===== config.mk =====
export PLATFORM = sky130hd
export DESIGN_NAME = wb_stage_flat
export DESIGN_NICKNAME = d
export VERILOG_FILES = /design/src/rtl/wb_stage_pkg.sv /design/src/rtl/wb_stage_if.sv /design/src/rtl/wb_stage_load_formatter.sv /design/src/rtl/wb_stage.sv /design/src/flat_wrapper.sv
export SDC_FILE = /design/constraint.sdc
export NUM_CORES = 1
export LEC_CHECK = 0
export CAP_MARGIN = 20
export CORE_AREA = 5 5 100 102
export CTS_CLUSTER_SIZE = 28
export DETAILED_ROUTE_END_ITERATION = 8
export DIE_AREA = 0 0 105 107
export PLACE_DENSITY = 0.86
export SLEW_MARGIN = 0
export SYNTH_ARGS = -nofsm -noshare
export SYNTH_HDL_FRONTEND = slang
export SYNTH_SLANG_ARGS = --single-unit

===== constraint.sdc =====
create_clock -name i_clock -period 2.92 [get_ports i_clock]
set_input_delay 0.438 -clock i_clock [delete_from_list [all_inputs] [get_ports i_clock]]
set_output_delay 0.438 -clock i_clock [all_outputs]
set_load 0.05 [all_outputs]

===== src/rtl/wb_stage_pkg.sv =====
// Shared codes for the MIPS write-back stage: data-select, load-type and
// the hard-wired zero register address.
package wb_stage_pkg;

    localparam logic [1:0] SEL_MEM = 2'b00;
    localparam logic [1:0] SEL_ALU = 2'b10;

    typedef enum logic [2:0] {
        LT_LB  = 3'b000,
        LT_LH  = 3'b001,
        LT_LW  = 3'b011,
        LT_LBU = 3'b100,
        LT_LHU = 3'b101
    } load_type_e;

    localparam logic [4:0] REG_ZERO = 5'd0;

    // Any select code with bit 0 set picks the link PC.
    function automatic logic is_link_sel(input logic [1:0] sel);
        return sel[0];
    endfunction

endpackage


===== src/rtl/wb_stage_if.sv =====
// MEM->WB bus: MEM-side request fields plus the register-file write port
// and debug outputs produced by the WB stage.
interface wb_stage_if #(
    parameter int NB_REG      = 32,
    parameter int NB_REG_ADDR = 5,
    parameter int NB_LDTYPE   = 3,
    parameter int NB_CNT      = 32
);
    logic                   i_valid;
    logic                   i_stall;
    logic                   i_flush;
    logic [NB_REG_ADDR-1:0] i_reg_dest;
    logic                   i_reg_we;
    logic [1:0]             i_data_sel;
    logic [NB_REG-1:0]      i_alu_result;
    logic [NB_REG-1:0]      i_mem_word;
    logic [NB_LDTYPE-1:0]   i_load_type;
    logic [1:0]             i_byte_off;
    logic [NB_REG-1:0]      i_pc;

    logic [NB_REG-1:0]      o_wb_data;
    logic [NB_REG_ADDR-1:0] o_reg_dest;
    logic                   o_reg_we;
    logic                   o_valid;
    logic                   o_misaligned;
    logic [NB_CNT-1:0]      o_retired;

    modport master (
        output i_valid, i_stall, i_flush, i_reg_dest, i_reg_we, i_data_sel,
               i_alu_result, i_mem_word, i_load_type, i_byte_off, i_pc,
        input  o_wb_data, o_reg_dest, o_reg_we, o_valid, o_misaligned, o_retired
    );

    modport slave (
        input  i_valid, i_stall, i_flush, i_reg_dest, i_reg_we, i_data_sel,
               i_alu_result, i_mem_word, i_load_type, i_byte_off, i_pc,
        output o_wb_data, o_reg_dest, o_reg_we, o_valid, o_misaligned, o_retired
    );
endinterface


===== src/rtl/wb_stage_load_formatter.sv =====
// Combinational load-data extraction (little-endian lanes) with sign/zero
// extension and alignment check for the addressed access size.
module load_formatter
    import wb_stage_pkg::*;
#(
    parameter int NB_REG    = 32,
    parameter int NB_LDTYPE = 3
) (
    input  logic [NB_REG-1:0]    i_mem_word,
    input  logic [NB_LDTYPE-1:0] i_load_type,
    input  logic [1:0]           i_byte_off,
    output logic [NB_REG-1:0]    o_data,
    output logic                 o_misaligned
);
    logic [7:0]  w_byte;
    logic [15:0] w_half;

    assign w_byte = i_mem_word[{i_byte_off, 3'b000} +: 8];
    assign w_half = i_mem_word[{i_byte_off[1], 4'b0000} +: 16];

    always_comb begin
        o_data       = i_mem_word;
        o_misaligned = 1'b0;
        case (i_load_type)
            NB_LDTYPE'(LT_LB):  o_data = {{(NB_REG-8){w_byte[7]}}, w_byte};
            NB_LDTYPE'(LT_LBU): o_data = {{(NB_REG-8){1'b0}}, w_byte};
            NB_LDTYPE'(LT_LH): begin
                o_data       = {{(NB_REG-16){w_half[15]}}, w_half};
                o_misaligned = i_byte_off[0];
            end
            NB_LDTYPE'(LT_LHU): begin
                o_data       = {{(NB_REG-16){1'b0}}, w_half};
                o_misaligned = i_byte_off[0];
            end
            // LW and the undefined codes all behave as a full-word load.
            default: o_misaligned = (i_byte_off != 2'b00);
        endcase
    end
endmodule


===== src/rtl/wb_stage.sv =====
// MEM/WB pipeline register with stall/flush, write-back select mux,
// $zero write suppression and a committed-instruction counter.
module wb_stage
    import wb_stage_pkg::*;
#(
    parameter int NB_REG      = 32,
    parameter int NB_REG_ADDR = 5,
    parameter int NB_LDTYPE   = 3,
    parameter int NB_CNT      = 32
) (
    input  logic       i_clock,
    input  logic       i_reset_n,
    wb_stage_if.slave  bus
);
    logic [NB_REG-1:0]      w_fmt_data;
    logic                   w_fmt_mis;
    logic                   w_misaligned;
    logic                   w_capture;
    logic [NB_REG-1:0]      w_wb_data;
    logic                   w_reg_we;

    logic [NB_REG-1:0]      r_wb_data;
    logic [NB_REG_ADDR-1:0] r_reg_dest;
    logic                   r_reg_we;
    logic                   r_valid;
    logic                   r_misaligned;
    logic [NB_CNT-1:0]      r_retired;

    load_formatter #(
        .NB_REG    (NB_REG),
        .NB_LDTYPE (NB_LDTYPE)
    ) u_fmt (
        .i_mem_word   (bus.i_mem_word),
        .i_load_type  (bus.i_load_type),
        .i_byte_off   (bus.i_byte_off),
        .o_data       (w_fmt_data),
        .o_misaligned (w_fmt_mis)
    );

    // Alignment only matters when the load data is actually selected.
    assign w_misaligned = (bus.i_data_sel == SEL_MEM) && w_fmt_mis;
    assign w_capture    = !bus.i_flush && !bus.i_stall && bus.i_valid;
    assign w_reg_we     = bus.i_reg_we && !w_misaligned &&
                          (bus.i_reg_dest != NB_REG_ADDR'(REG_ZERO));

    always_comb begin
        w_wb_data = w_fmt_data;
        if (is_link_sel(bus.i_data_sel))
            w_wb_data = bus.i_pc;
        else if (bus.i_data_sel == SEL_ALU)
            w_wb_data = bus.i_alu_result;
        else if (w_misaligned)
            w_wb_data = bus.i_mem_word;
    end

    always_ff @(posedge i_clock or negedge i_reset_n) begin
        if (!i_reset_n) begin
            r_wb_data    <= '0;
            r_reg_dest   <= '0;
            r_reg_we     <= 1'b0;
            r_valid      <= 1'b0;
            r_misaligned <= 1'b0;
            r_retired    <= '0;
        end else if (bus.i_flush) begin
            r_wb_data    <= '0;
            r_reg_dest   <= '0;
            r_reg_we     <= 1'b0;
            r_valid      <= 1'b0;
            r_misaligned <= 1'b0;
        end else if (!w_capture) begin
            // Stall or empty slot: bubble, but keep data/dest for debug visibility.
            r_reg_we     <= 1'b0;
            r_valid      <= 1'b0;
            r_misaligned <= 1'b0;
        end else begin
            r_wb_data    <= w_wb_data;
            r_reg_dest   <= bus.i_reg_dest;
            r_reg_we     <= w_reg_we;
            r_valid      <= 1'b1;
            r_misaligned <= w_misaligned;
            r_retired    <= r_retired + NB_CNT'(1);
        end
    end

    assign bus.o_wb_data    = r_wb_data;
    assign bus.o_reg_dest   = r_reg_dest;
    assign bus.o_reg_we     = r_reg_we;
    assign bus.o_valid      = r_valid;
    assign bus.o_misaligned = r_misaligned;
    assign bus.o_retired    = r_retired;
endmodule


===== src/flat_wrapper.sv =====
// flat-port wrapper written by rule: the top's interface ports become plain ports
module wb_stage_flat import wb_stage_pkg::*;
#(
    parameter int NB_REG      = 32,
    parameter int NB_REG_ADDR = 5,
    parameter int NB_LDTYPE   = 3,
    parameter int NB_CNT      = 32
)
  (i_clock, i_reset_n, bus_i_valid, bus_i_stall, bus_i_flush, bus_i_reg_dest, bus_i_reg_we, bus_i_data_sel, bus_i_alu_result, bus_i_mem_word, bus_i_load_type, bus_i_byte_off, bus_i_pc, bus_o_wb_data, bus_o_reg_dest, bus_o_reg_we, bus_o_valid, bus_o_misaligned, bus_o_retired);
  wb_stage_if #(.NB_REG(NB_REG), .NB_REG_ADDR(NB_REG_ADDR), .NB_LDTYPE(NB_LDTYPE), .NB_CNT(NB_CNT)) bus_i ();
  input  logic i_clock;
  input  logic i_reset_n;
  input wire logic [$bits(bus_i.i_valid)-1:0] bus_i_valid;
  input wire logic [$bits(bus_i.i_stall)-1:0] bus_i_stall;
  input wire logic [$bits(bus_i.i_flush)-1:0] bus_i_flush;
  input wire logic [$bits(bus_i.i_reg_dest)-1:0] bus_i_reg_dest;
  input wire logic [$bits(bus_i.i_reg_we)-1:0] bus_i_reg_we;
  input wire logic [$bits(bus_i.i_data_sel)-1:0] bus_i_data_sel;
  input wire logic [$bits(bus_i.i_alu_result)-1:0] bus_i_alu_result;
  input wire logic [$bits(bus_i.i_mem_word)-1:0] bus_i_mem_word;
  input wire logic [$bits(bus_i.i_load_type)-1:0] bus_i_load_type;
  input wire logic [$bits(bus_i.i_byte_off)-1:0] bus_i_byte_off;
  input wire logic [$bits(bus_i.i_pc)-1:0] bus_i_pc;
  output wire logic [$bits(bus_i.o_wb_data)-1:0] bus_o_wb_data;
  output wire logic [$bits(bus_i.o_reg_dest)-1:0] bus_o_reg_dest;
  output wire logic [$bits(bus_i.o_reg_we)-1:0] bus_o_reg_we;
  output wire logic [$bits(bus_i.o_valid)-1:0] bus_o_valid;
  output wire logic [$bits(bus_i.o_misaligned)-1:0] bus_o_misaligned;
  output wire logic [$bits(bus_i.o_retired)-1:0] bus_o_retired;
  assign bus_i.i_valid = bus_i_valid;
  assign bus_i.i_stall = bus_i_stall;
  assign bus_i.i_flush = bus_i_flush;
  assign bus_i.i_reg_dest = bus_i_reg_dest;
  assign bus_i.i_reg_we = bus_i_reg_we;
  assign bus_i.i_data_sel = bus_i_data_sel;
  assign bus_i.i_alu_result = bus_i_alu_result;
  assign bus_i.i_mem_word = bus_i_mem_word;
  assign bus_i.i_load_type = bus_i_load_type;
  assign bus_i.i_byte_off = bus_i_byte_off;
  assign bus_i.i_pc = bus_i_pc;
  assign bus_o_wb_data = bus_i.o_wb_data;
  assign bus_o_reg_dest = bus_i.o_reg_dest;
  assign bus_o_reg_we = bus_i.o_reg_we;
  assign bus_o_valid = bus_i.o_valid;
  assign bus_o_misaligned = bus_i.o_misaligned;
  assign bus_o_retired = bus_i.o_retired;
  wb_stage #(.NB_REG(NB_REG), .NB_REG_ADDR(NB_REG_ADDR), .NB_LDTYPE(NB_LDTYPE), .NB_CNT(NB_CNT)) u_core (.i_clock(i_clock), .i_reset_n(i_reset_n), .bus(bus_i));
endmodule

==> Implementation_results.wiki <==
{| class="wikitable"
! Metric !! Value
|-
| Syn avg cell area || 9.68 um2
|-
| Share of flip-flops with an asynchronous set or reset after synthesis || 100%
|-
| Total congestion overflow after global routing || 0
|-
| Leakage || 0.00255 uW
|-
| I/O Buffers || 185
|-
| Die Y || 107 um
|-
| Sw frac || 34.4%
|-
| Power per unit of standard cell area || 447 nW/um2
|-
| Vias post-DR || 4137
|-
| Length of the first detailed-routing pass in iterations || 5
|-
| Starting density of the core || 43.8%
|-
| Residual antenna-violating net count after detailed routing || 0
|-
| Clock-pin transition on the worst setup and hold timing paths || 90 ps
|-
| Horizontal extent of the die || 105 um
|-
| Yosys cell types || 49
|-
| Worst slew margin || 39.4%
|-
| Share of cell area taken by muxes after synthesis || 2.88%
|-
| Share of synthesized cell area in and, or, nand and nor gates || 16.0%
|-
| Net switching power || 942 uW
|-
| Hold violation count in the final report || 0
|-
| Number of antenna violations at the first check in global routing || 1
|-
| Clock latency of the later-clocked register in the worst-skew pair || 360 ps
|-
| Flip-flop and latch area || 1800 um2
|-
| Post-route fraction of the period consumed by the critical path || 75.2%
|-
| Mapped Nets || 523
|-
| Synth Register Bits || 72
|-
| Die Footprint || 11200 um2
|-
| Count of endpoints failing setup in the final report || 0
|-
| Net total in the final layout || 701
|-
| Final routed DRC violation total || 0
|-
| Via count of the first global-routing pass || 4342
|-
| Critical Setup Path Class || in -> reg
|-
| Routability cong. || 0.937
|-
| Maximum achievable frequency || 456 MHz
|-
| Synth top area cells || sky130_fd_sc_hd__dfrtp_1 (46%), sky130_fd_sc_hd__o221ai_1 (7.1%), sky130_fd_sc_hd__xnor2_1 (6.4%)
|-
| Wire length of the first global-routing pass || 21900 um
|-
| Complex-gate fraction of the synthesized area || 24.3%
|-
| Worst Tran Pin Value || 910 ps
|-
| Data required time at the worst endpoint || 3180 ps
|-
| Count of flip-flops with a built-in enable after synthesis || 0
|-
| Clock buffers created by TritonCTS || 9
|-
| Routed via count divided by cell count || 5.88
|-
| Worst setup SP type || input port
|-
| Critical-path maximum fanout || 18
|-
| Flip-flop cell with the highest count after synthesis || sky130_fd_sc_hd__dfrtp_1
|-
| Type of the worst min-delay path || in -> async
|-
| Max-cap violations || 0
|-
| Total area of multi-input combinational cells || 2010 um2
|-
| Post-route setup TNS || 0 ps
|-
| Final WL || 13800 um
|-
| CTS root buffer || sky130_fd_sc_hd__clkbuf_8
|-
| Status || finished clean
|-
| Cell internal pwr || 1800 uW
|-
| Post-cts gate resize count || 0
|-
| H-tree level count || 3
|-
| Post CTS Setup Buffer Count || 0
|-
| Total Power Consumption || 2740 uW
|-
| Ys Warns || 0
|-
| Power share of the sequential group || 40.9%
|-
| Share of total power in combinational logic || 29.0%
|-
| Power share of the clock group || 30.1%
|-
| Post-Synthesis Cell Area || 3950 um2
|-
| Adder-cell share of the synthesized area || 0.317%
|-
| Clock skew || 14.9 ps
|-
| Number of max-slew violations in the final report || 0
|-
| Xor/xnor cell area share of the yosys netlist || 6.88%
|-
| Synth-to-layout area growth || 55.5%
|-
| Standard cell core area || 9020 um2
|-
| Leading area contributor after synthesis || sky130_fd_sc_hd__dfrtp_1
|-
| Number of sinks on the clock net || 72
|-
| Detail-routed net length per standard cell || 19.7 um
|-
| Number of placement rows || 35
|-
| WP data arrival || 2460 ps
|-
| Share of final-layout standard cells stronger than drive strength 1 || 6.60%
|-
| Register-to-Register Path Depth || 6
|-
| VDD IR-drop max || 246 uV
|-
| I/O pins || 186
|-
| Endpoint class of the critical path || register
|-
| DP HPWL || 10800 um
|-
| All-Layer GR Usage || 24.3%
|-
| Initial DRC count || 188
|-
| Combinational family with the most area after synthesis || compound AO/OA/AOI/OAI gates
|-
| Total of fill cells in the finished design || 712
|-
| Setup repair after global routing missed its margin || no
|-
| Sequential area share after synthesis || 45.6%
|-
| Bufs on Longest Clock Path || 2
|-
| Share of the synthesized area in the top cell type || 45.6%
|-
| Cts-stage hold buffer count || 0
|-
| Cells after synthesis || 408
|-
| Fin crit period || 2190 ps
|-
| Pin count of the biggest net entering global routing || 73
|-
| CTS tree || yes
|}
cells in the final DEF (no fill, tap or decap), drive strengths merged, types with 5 or more instances in the layout:
master,count
nand2,44
xnor2,29
o211a,16
a2bb2oi,6
clkbuf,9
o31ai,9
nand4,12
nor2,28
buf,14
o221ai,32
o21ai,41
dfrtp,72
o32ai,6
inv,9
clkdlybuf4s50,184
a22o,5
nand3,13
mux2i,8
and3,5
cell type report:
type,instances,share of cell area (%)
diodes,1,0.0408
clock buffers,9,2.02
clock inverters,7,1.26
inverters,7,0.448
multi-input cells,298,32.7
flip-flops and latches,72,29.3
well taps,111,2.26
repair buffers,198,31.9
state kept, by name (all words and copies together) (netlist names):
register / cells
u_core.bus.o_reg_we: 1
u_core.bus.o_wb_data: 32
u_core.bus.o_misaligned: 1
u_core.bus.o_retired: 32
u_core.bus.o_reg_dest: 5
u_core.bus.o_valid: 1
power groups by stage:
stage | sequential [uW] | combinational, uW | clock (uW)
after floorplan | 1350 | 190 | 0
after CTS | 1120 | 799 | 840
final | 1120 | 796 | 824
after global routing | 1130 | 840 | 886
after global placement | 1140 | 783 | 0
after detailed placement | 1140 | 796 | 0
cells by family after synthesis:
group,Yosys count
flops,72
xor+xnor,31
simple gates,128
fa+ha+maj,1
buf+inv,38
compound gates,128
mux,10
critical path: stages:
cell and delay [ps]:
sky130_fd_sc_hd__clkdlybuf4s50_1 540, sky130_fd_sc_hd__or3b_1 510, sky130_fd_sc_hd__inv_2 310, sky130_fd_sc_hd__buf_4 250, sky130_fd_sc_hd__o221ai_1 140, sky130_fd_sc_hd__o31ai_1 260
per-stage QoR:
step	utilization (%)	instance area, um2	worst slack, ps	std cells	hold WS, ps
6_report	68.1	6140	725	703	180
3_5_place_dp	65.8	5940	355	686	472
3_3_place_gp	65.8	5940	440	686	461
4_1_cts	68.0	6140	722	702	237
2_1_floorplan	-	3950	861	408	142
5_1_grt	68.1	6140	595	703	300
path summary, 6_finish.rpt:
check	slack (ps)	endpoint	startpoint
max in group asynchronous	2110	u_core.bus.o_wb_data[13]	i_reset_n
hold reg to reg	480	u_core.bus.o_wb_data[15]	u_core.bus.o_wb_data[15]
min in group i_clock	480	u_core.bus.o_wb_data[15]	u_core.bus.o_wb_data[15]
hold / removal	180	u_core.bus.o_retired[3]	i_reset_n
setup reg to reg	1200	u_core.bus.o_retired[22]	u_core.bus.o_retired[0]
setup / recovery	730	u_core.bus.o_wb_data[12]	bus_i_valid
synthesized netlist by cell type, drive strengths merged (2+ instances only):
| library cell | count |
|---|---|
| nand2b | 4 |
| nor2 | 28 |
| xor2 | 2 |
| and2 | 4 |
| inv | 6 |
| dfrtp | 72 |
| nor3 | 3 |
| o32ai | 6 |
| and3 | 5 |
| clkbuf | 21 |
| or2 | 3 |
| o221ai | 32 |
| o21ai | 41 |
| o211a | 16 |
| a22o | 5 |
| nor2b | 3 |
| xnor2 | 29 |
| o31ai | 9 |
| a2bb2oi | 6 |
| buf | 10 |
| mux2i | 8 |
| and4 | 2 |
| nand4 | 12 |
| nor4 | 3 |
| a21o | 2 |
| nand3 | 13 |
| a21oi | 4 |
| nand2 | 44 |
routing by layer:
metal	vias up	wire length, um	track usage [%]
met4	0	581	12.5
met2	243	6680	40.1
met3	39	1400	8.01
met1	1967	5160	28.1
met5	-	0	0
li1	1888	-	-
(Power assumes the default switching activity.)
